==> config.mk <==
export PLATFORM = sky130hd
export DESIGN_NAME = prog_loader
export DESIGN_NICKNAME = d
export VERILOG_FILES = /design/src/rtl/cpu_pkg.sv /design/src/rtl/prog_loader_word_assembler.sv /design/src/rtl/prog_loader.sv
export SDC_FILE = /design/constraint.sdc
export NUM_CORES = 1
export LEC_CHECK = 0
export CORE_MARGIN = 5
export CORE_UTILIZATION = 38
export DETAILED_ROUTE_END_ITERATION = 8
export DONT_BUFFER_PORTS = 1
export GPL_TIMING_DRIVEN = 1
export HOLD_SLACK_MARGIN = 0.03
export PLACE_DENSITY = 0.56
export SYNTH_ARGS = -nofsm -noshare
export SYNTH_HDL_FRONTEND = slang
export SYNTH_SLANG_ARGS = --single-unit
==> constraint.sdc <==
create_clock -name CLK -period 1.75 [get_ports CLK]
set_input_delay 0.4375 -clock CLK [delete_from_list [all_inputs] [get_ports CLK]]
set_output_delay 0.4375 -clock CLK [all_outputs]
set_load 0.02 [all_outputs]
==> src/rtl/cpu_pkg.sv <==
// Shared CPU definitions: instruction layout, memory geometry and loader states.
package cpu_pkg;

  localparam int unsigned ADDR_W  = 8;
  localparam int unsigned INSTR_W = 24;

  // Instruction fields: {op, rd, rs1, rs2, imm}
  localparam int unsigned OP_HI  = 23;
  localparam int unsigned OP_LO  = 20;
  localparam int unsigned RD_HI  = 19;
  localparam int unsigned RD_LO  = 16;
  localparam int unsigned RS1_HI = 15;
  localparam int unsigned RS1_LO = 12;
  localparam int unsigned RS2_HI = 11;
  localparam int unsigned RS2_LO = 8;
  localparam int unsigned IMM_HI = 7;
  localparam int unsigned IMM_LO = 0;

  localparam int unsigned BYTES_PER_INSTR = INSTR_W / 8;

  typedef enum logic [2:0] {
    IDLE,
    COUNT,
    BYTE,
    WRITE,
    CHECK,
    DONE,
    ERROR
  } loader_state_e;

endpackage

==> src/rtl/prog_loader_word_assembler.sv <==
// Collects three stream bytes, MSB first, into one instruction word.
module word_assembler
  import cpu_pkg::*;
#(
  parameter int unsigned WORD_W = cpu_pkg::INSTR_W
) (
  input  logic              CLK,
  input  logic              reset,
  input  logic              clear,
  input  logic              byte_valid,
  input  logic [7:0]        byte_in,
  output logic              word_valid,
  output logic [WORD_W-1:0] word
);

  localparam int unsigned SH_W = WORD_W - 8;

  logic [SH_W-1:0] sh_q, sh_d;
  logic [1:0]      idx_q, idx_d;

  // The completed word is presented combinationally with its final byte, so
  // the caller can capture it on the same edge the byte is accepted.
  always_comb begin
    sh_d       = sh_q;
    idx_d      = idx_q;
    word_valid = byte_valid && (idx_q == 2'd2);
    word       = {sh_q, byte_in};
    if (clear) begin
      sh_d  = '0;
      idx_d = 2'd0;
    end else if (byte_valid) begin
      sh_d  = {sh_q[SH_W-9:0], byte_in};
      idx_d = (idx_q == 2'd2) ? 2'd0 : idx_q + 2'd1;
    end
  end

  // Shift register and byte index.
  always_ff @(posedge CLK or negedge reset) begin
    if (!reset) begin
      sh_q  <= '0;
      idx_q <= 2'd0;
    end else begin
      sh_q  <= sh_d;
      idx_q <= idx_d;
    end
  end

endmodule

==> src/rtl/prog_loader.sv <==
// Instruction memory loader: byte stream -> 24-bit words -> imem, with a
// trailing XOR checksum gating release of the CPU from reset.
//
// state | meaning
// IDLE  | after reset, waiting for start
// COUNT | accepting the word-count byte
// BYTE  | accepting data bytes of the current word
// WRITE | single-cycle imem write of the assembled word
// CHECK | accepting the checksum byte
// DONE  | load good, CPU released; start reloads
// ERROR | checksum bad, CPU held; start reloads
module prog_loader
  import cpu_pkg::*;
#(
  parameter int unsigned       ADDR_W    = cpu_pkg::ADDR_W,
  parameter int unsigned       INSTR_W   = cpu_pkg::INSTR_W,
  parameter logic [ADDR_W-1:0] BASE_ADDR = '0
) (
  input  logic               CLK,
  input  logic               reset,
  input  logic               start,
  input  logic               in_valid,
  input  logic [7:0]         in_data,
  output logic               in_ready,
  output logic               imem_we,
  output logic [ADDR_W-1:0]  imem_addr,
  output logic [INSTR_W-1:0] imem_wdata,
  output logic               cpu_hold,
  output logic               done,
  output logic               error,
  output logic [ADDR_W:0]    words_loaded
);

  // A zero count byte stands for a full memory image.
  localparam logic [ADDR_W:0] FULL_COUNT = {1'b1, {ADDR_W{1'b0}}};
  localparam logic [ADDR_W:0] REM_ONE    = {{ADDR_W{1'b0}}, 1'b1};

  loader_state_e        state_q, state_d;
  logic [ADDR_W-1:0]    addr_q, addr_d;
  logic [INSTR_W-1:0]   wdata_q, wdata_d;
  logic [ADDR_W:0]      rem_q, rem_d;
  logic [ADDR_W:0]      words_q, words_d;
  logic [7:0]           ck_q, ck_d;
  logic                 done_q, done_d;
  logic                 error_q, error_d;
  logic                 hold_q, hold_d;

  logic                 asm_clear;
  logic                 asm_push;
  logic                 word_valid;
  logic [INSTR_W-1:0]   word;

  assign asm_push = (state_q == BYTE) && in_valid;

  word_assembler #(.WORD_W(INSTR_W)) u_asm (
    .CLK        (CLK),
    .reset      (reset),
    .clear      (asm_clear),
    .byte_valid (asm_push),
    .byte_in    (in_data),
    .word_valid (word_valid),
    .word       (word)
  );

  // Next-state, datapath updates and handshake outputs.
  always_comb begin
    state_d   = state_q;
    addr_d    = addr_q;
    wdata_d   = wdata_q;
    rem_d     = rem_q;
    words_d   = words_q;
    ck_d      = ck_q;
    done_d    = done_q;
    error_d   = error_q;
    hold_d    = hold_q;
    in_ready  = 1'b0;
    imem_we   = 1'b0;
    asm_clear = 1'b0;

    case (state_q)
      IDLE, DONE, ERROR: begin
        if (start) begin
          state_d   = COUNT;
          done_d    = 1'b0;
          error_d   = 1'b0;
          words_d   = '0;
          ck_d      = '0;
          addr_d    = BASE_ADDR;
          hold_d    = 1'b1;
          asm_clear = 1'b1;
        end
      end
      COUNT: begin
        in_ready = 1'b1;
        if (in_valid) begin
          rem_d   = (in_data == 8'd0) ? FULL_COUNT
                                      : {{(ADDR_W-7){1'b0}}, in_data};
          ck_d    = ck_q ^ in_data;
          state_d = BYTE;
        end
      end
      BYTE: begin
        in_ready = 1'b1;
        if (in_valid) begin
          ck_d = ck_q ^ in_data;
          if (word_valid) begin
            wdata_d = word;
            state_d = WRITE;
          end
        end
      end
      WRITE: begin
        imem_we = 1'b1;
        addr_d  = addr_q + 1'b1;
        words_d = words_q + 1'b1;
        rem_d   = rem_q - 1'b1;
        state_d = (rem_q == REM_ONE) ? CHECK : BYTE;
      end
      CHECK: begin
        in_ready = 1'b1;
        if (in_valid) begin
          if (in_data == ck_q) begin
            done_d  = 1'b1;
            hold_d  = 1'b0;
            state_d = DONE;
          end else begin
            error_d = 1'b1;
            state_d = ERROR;
          end
        end
      end
      default: state_d = IDLE;
    endcase
  end

  // State and datapath registers; reset keeps the CPU held.
  always_ff @(posedge CLK or negedge reset) begin
    if (!reset) begin
      state_q <= IDLE;
      addr_q  <= BASE_ADDR;
      wdata_q <= '0;
      rem_q   <= '0;
      words_q <= '0;
      ck_q    <= '0;
      done_q  <= 1'b0;
      error_q <= 1'b0;
      hold_q  <= 1'b1;
    end else begin
      state_q <= state_d;
      addr_q  <= addr_d;
      wdata_q <= wdata_d;
      rem_q   <= rem_d;
      words_q <= words_d;
      ck_q    <= ck_d;
      done_q  <= done_d;
      error_q <= error_d;
      hold_q  <= hold_d;
    end
  end

  assign imem_addr    = addr_q;
  assign imem_wdata   = wdata_q;
  assign cpu_hold     = hold_q;
  assign done         = done_q;
  assign error        = error_q;
  assign words_loaded = words_q;

endmodule

# Yosys cells after proc, flatten, opt, wreduce, memory -nomap -nowiden
# Cells that the tools add are included.
[totals] reg_bits=82 latchBits=0 ram_bits=0 rom_bits=0 input_bits=12 output_inout_bits=46 mem_count=0
[op_classes] addsub=4 multipliers=0 div=0 order_cmp=0 n_eq_ne=17 shifts=0 n_mux=37 bitwise_logic=1 reduce_logical=19
[ops] operator="$pmux 9 s2" count=2
[ops] operator="$mux 16" count=2
[ops] operator="$pmux 8 s2" count=2
[ops] operator="$mux 9" count=3
[ops] operator="$mux 3" count=6
[ops] operator="$mux 8" count=2
[ops] operator="$pmux 3 s5" count=1
[ops] operator="$mux 1" count=12
[ops] operator="$ne 2x2->1 const B" count=6
[ops] operator="$reduce_bool 2->1" count=5
[ops] operator="$add 9x1->9 const B" count=1
[ops] operator="$eq 3x3->1 const B" count=3
[ops] operator="$eq 9x1->1 const B" count=1
[ops] operator="$sub 9x1->9 const B" count=1
[ops] operator="$add 8x1->8 const B" count=1
[ops] operator="$eq 8x8->1" count=1
[ops] operator="$logic_not 8->1" count=1
[ops] operator="$mux 2" count=4
[ops] operator="$reduce_and 4->1" count=2
[ops] operator="$xor 8x8->8" count=1
[ops] operator="$eq 3x2->1 const B" count=2
[ops] operator="$pmux 1 s2" count=3
[ops] operator="$reduce_and 3->1" count=2
[ops] operator="$reduce_or 3->1" count=2
[ops] operator="other kinds (9)" count=12

# Depth between registers and ports, before layout
# Gate-level depths: netlist of the first run.
[depth] depth_word=6 depth_mapped=7 mapped_depth_nobuf=6

# Cells and area by module
# A second synthesis of the first run with hierarchy kept.
[hier_totals] hier_cells=390 area_unflattened_um2=4022.6
[modules_own_cells] module="prog_loader" n_inst=1 cells_each=321 area_each_um2=3219.3 seq_area_each_um2=1602.8
[modules_own_cells] module="word_assembler" n_inst=1 cells_each=69 area_each_um2=803.3 seq_area_each_um2=450.4

# Least setup slack after synthesis of the first run
# No wires, ideal clock.
[synth_path] path_kind="register to register" start="register state_q[0]" end="register wdata_q[10], in the netlist imem_wdata[10]" setup_ns=0.128 arrival_time_ns=1.454 setup_slack_ns=0.168 path_stages_with_launch=7 synth_period_minus_slack_ns=1.582 cell_sequence="dfrtp_1 > buf_2 > nand2b_4 > nor2_4 > nand3_2 > buf_4 > mux2_1"
[synth_between] elab_chain_len=4
[synth_lines] element="start: declaration" line="prog_loader.sv:38" rtl="loader_state_e state_q, state_d;"
[synth_lines] element="start signal: assignment" line="prog_loader.sv:149" rtl="state_q <= state_d;"
[synth_lines] element="$eq 3x2->1 *" line="prog_loader.sv:53, prog_loader.sv:80"
[synth_lines] element="$logic_and 1x1->1" line="prog_loader.sv:53" rtl="assign asm_push = (state_q == BYTE) && in_valid;"
[synth_lines] element="$logic_and 1x1->1" line="prog_loader_word_assembler.sv:26" rtl="word_valid = byte_valid && (idx_q == 2'd2);"
[synth_lines] element="$reduce_and 3->1 (no source line) *"
[synth_lines] element="end signal: assignment" line="prog_loader.sv:151" rtl="wdata_q <= wdata_d;"
[synth_lines] element="end: declaration" line="prog_loader.sv:40" rtl="logic [INSTR_W-1:0] wdata_q, wdata_d;"
# Every way passes the cells marked *; elsewhere a longest branch is shown, timed or not.
# A chain may end at the register's enable or synchronous reset.

# Worst setup path in the final report of the first run
[layout_path] start="register state_q[1]" end="output imem_we"
[layout_between] elab_chain_len=2
[layout_lines] element="$eq 3x2->1" line="prog_loader.sv:80" rtl="case (state_q)"
[layout_lines] element="$mux 1" line="prog_loader.sv:80"
[layout_lines] element="end: declaration" line="prog_loader.sv:25" rtl="output logic imem_we,"
# No other way between the ends.

==> results of run 1 <==
[worst max-delay path, delay by kind of cell (launching register included)]
family | cells | cell delay, ns
buffers and inverters | 3 | 0.33
DFF | 1 | 0.45
and+or+nand+nor | 1 | 0.14
[worst max path at each step]
stage                    start  endpoint  slack [ns]  depth (start not counted)
floorplan           state_q[2]   imem_we        0.17                          4
global placement    state_q[2]     error        0.08                          5
detailed placement  state_q[2]  cpu_hold        0.08                          5
CTS                 state_q[1]  in_ready       0.008                          3
global route        state_q[1]  in_ready       -0.03                          3
finish              state_q[1]   imem_we        0.03                          4
[state kept, by name (all words and copies together), names as in the netlist]
name and flops:
imem_wdata 24, cpu_hold 1, u_asm.sh_q 16, state_q 3, ck_q 8, u_asm.idx_q 2
words_loaded 9, rem_q 9, imem_addr 8, error 1, done 1
[metrics by stage]
step / util / setup TNS [ns] / hold WS (ns) / area [um^2] / power (mW)
2_1_floorplan: - / 0 / 0.142 / 4010 / 6.15
3_3_place_gp: 0.422 / 0 / 0.149 / 4350 / 7.09
3_5_place_dp: 0.422 / 0 / 0.148 / 4350 / 7.20
4_1_cts: 0.444 / 0 / -0.256 / 4590 / 8.64
5_1_grt: 0.450 / -0.123 / -0.270 / 4640 / 9.32
6_report: 0.450 / 0 / -0.238 / 4640 / 8.64
[power by group through the flow]
stage / clock network (mW) / logic [mW] / registers, mW
2_1_floorplan: 0 / 2.23 / 3.92
3_3_place_gp: 0 / 3.03 / 4.06
3_5_place_dp: 0 / 3.12 / 4.08
4_1_cts: 1.35 / 3.24 / 4.06
5_1_grt: 1.44 / 3.69 / 4.19
6_report: 1.31 / 3.30 / 4.04
[layout by cell type, fill, tap and decap left out, drive strengths merged, types with 4 or more instances in the layout]
cell / synthesis / routed
nor3: 8 / 8
mux2i: 5 / 5
o211ai: 7 / 7
inv: 11 / 15
nor4: 6 / 6
nand3b: 11 / 11
dfrtp: 81 / 81
ha: 4 / 4
a21oi: 32 / 32
a211oi: 4 / 4
buf: 16 / 40
xor2: 13 / 13
mux2: 26 / 26
clkbuf: 5 / 9
nand3: 11 / 11
o21ai: 18 / 18
nand2b: 4 / 4
nor2: 27 / 27
a31oi: 6 / 6
nand2: 56 / 56
[what timing repair did]
action,in CTS,in global routing
gates cloned,0,0
buffers inserted,4,2
endpoints found under the hold margin,82,82
setup endpoints to repair,2,31
pin swaps,0,0
resized for setup,8,10
[kinds of logic (layout without fill, tap and decap cells)]
| family | after synthesis | count (layout) | synth area share |
|---|---|---|---|
| compound gates | 85 | 85 | 0.135 |
| xor+xnor | 14 | 14 | 0.0306 |
| fa+ha+maj | 4 | 4 | 0.0125 |
| buf+inv | 32 | 67 | 0.0378 |
| flops | 82 | 82 | 0.512 |
| mux | 31 | 31 | 0.0855 |
| simple gates | 145 | 145 | 0.186 |
[layer usage]
metal  vias to the layer above  track usage
met5                         -            0
met4                         0       0.0513
met3                        11       0.0465
met2                        55        0.252
met1                      1472        0.191
li1                       1450            -
[final cells by class]
type / count / area, um^2
clock buffers: 9 / 124
repair buffers: 40 / 348
multi-input cells: 279 / 1840
inverters: 11 / 41.3
flip-flops and latches: 82 / 2060
well taps: 136 / 170
clock inverters: 7 / 58.8
fillers: 1000 / 5680
==> flow_metrics.tcl, run 1 <==
set metrics [dict create \
    fin_nets 439 \
    timing_worst_setup_path_type "reg2out" \
    hold-worst-slack_ns -0.238 \
    power_frac_seq 0.467 \
    highest_metal_layer_used_by_the_detailed_router "met4" \
    globalRouteTotalUtil 0.153 \
    switchingPower_mw 3.76 \
    rsz_0062_raised_after_global_routing "yes" \
    worst_slack_ns 0.0309 \
    synth-main-ff-cell "dfrtp_1" \
    drt-initial-drc-count 93 \
    worstHoldPathType "in2async" \
    finalHoldViolations 82 \
    worstSetupStartpointType "flop" \
    count_of_antenna_diodes_in_the_layout 0 \
    clkTransAtPathRegs_ns 0.10 \
    clock_tree.root_cell "clkbuf_8" \
    floorplan.core_area_mm2 0.0103 \
    inserted_clock_buffers 9 \
    dr_wl_met3_um 498 \
    internal_power_mw 4.88 \
    cpPeakStageDelay_ns 0.45 \
    pwr-share-clk 0.152 \
    setup.reg_to_reg.worst_slack_ns 0.05 \
    yosys.area.top_type_share 0.505 \
    routed_wire_length_per_instance_um 16.5 \
    timing.reg2reg.worst_path_depth 7 \
    cts_max_path_buffers 2 \
    postSynth.asyncResetShare 1.00 \
    areaGrowthSynthToFinish_pct 15.7 \
    grt_max_degree 83 \
    power.static_leakage_nw 2.06 \
    wirelength_routed_mm 9.33 \
    power.combinational.fraction 0.381 \
    critical_path.cell_chain "buf_6 > nand3b_1 > inv_2 > buf_6" \
    number_of_antenna_violations_at_the_first_check_in_global_routing 0 \
    floorplan.die.width_um 113 \
    max_clock_freq_mhz 582 \
    synth-warning-count 0 \
    timing.clock.skew_ns 0.0141 \
    drv_cap 0 \
    htreeDepth 3 \
    power_density_mw_per_mm2 1860 \
    buffer_ports.inserted 0 \
    dr_wl_met2_mm 4.47 \
    grt.overflow.total 0 \
    worst_ir_drop_vdd_uv 804 \
    yosysMostFrequentCell "dfrtp_1" \
    syn-instance-count 393 \
    share_of_cells_above_drive_strength_1 0.196 \
    synth_area_leader_cell "dfrtp_1" \
    fp.dieArea_mm2 0.0127 \
    mean_instance_size_in_the_synthesized_netlist_um2 10.2 \
    first_global_vias 3029 \
    slew_margin_rel 0.741 \
    synthTopCellsByCount "81 x dfrtp_1, 56 x nand2_1, 32 x a21oi_1" \
    final_max_slew_viol_count 0 \
    cts_tree "done" \
    worst_slew_pin_slew_ns 0.388 \
    floorplan.rows 37 \
    initial_utilization 0.388 \
    routedLengthMet1_mm 4.23 \
    yosys.cell_types.count 54 \
    setup.worst_path.end_class "output port" \
    finalWeightedCongestion 0.855 \
    pin_count 58 \
    dp.cells 542 \
    detailroute.via_count 2988 \
    violations "hold timing" \
    detail_route.drc_violations 0 \
    detail_route.vias_per_cell 5.30 \
    die-height_um 113 \
    dpl_worst_slack_ns 0.0831 \
    drt_first_pass_iters 4 \
    critical_path_required_ns 1.31 \
    timing.final.crit_period_ns 1.72 \
    clock_insertion_delay_worst_skew_ns 0.36 \
    timing.critical_path.fanout_max 6 \
    crit_arrival_ns 1.28 \
    cp_common_cell "buf_6" \
    number_of_flops_mapped_to_enable_cells_by_yosys 0 \
    post_synth_design_cell_area_mm2 0.00401 \
    clock-sinks 82 \
    wire_length_of_the_first_global_routing_pass_mm 15.6 \
    antenna_violating_nets_post_route 0 \
    synth_seq_cells 82 \
    fraction_of_power_spent_switching_nets 0.435 \
    setup_viol 0 \
    fin_crit_sh 0.982 \
    detailedPlacementHpwl_mm 6.29 \
    worst_r2r_endpoint "imem_wdata[5]" \
    synth.area.top_cells "dfrtp_1 51%, mux2_1 6.7%, nand2_1 5.2%, a21oi_1 4.0%, xor2_1 2.8%" \
    worstReg2RegStart "state_q[2]" \
    instances_no_fill 564 \
    outcome "finished with violations" \
    synth_sequential_area_ratio 0.512 \
    cp_slowest_cell "dfrtp_2" \
    synth.net_count 409 \
]
(Power assumes the default switching activity.)
==> inputs of run 2 (changes only) <==
--- a/config.mk
+++ b/config.mk
@@ -5,6 +5,7 @@
 export SDC_FILE = /design/constraint.sdc
 export NUM_CORES = 1
 export LEC_CHECK = 0
+export CAP_MARGIN = 20
 export CORE_MARGIN = 5
 export CORE_UTILIZATION = 38
 export DETAILED_ROUTE_END_ITERATION = 8
==> results of run 2 <==
The final DEF is identical to that of run 1; final timing and power are the same.
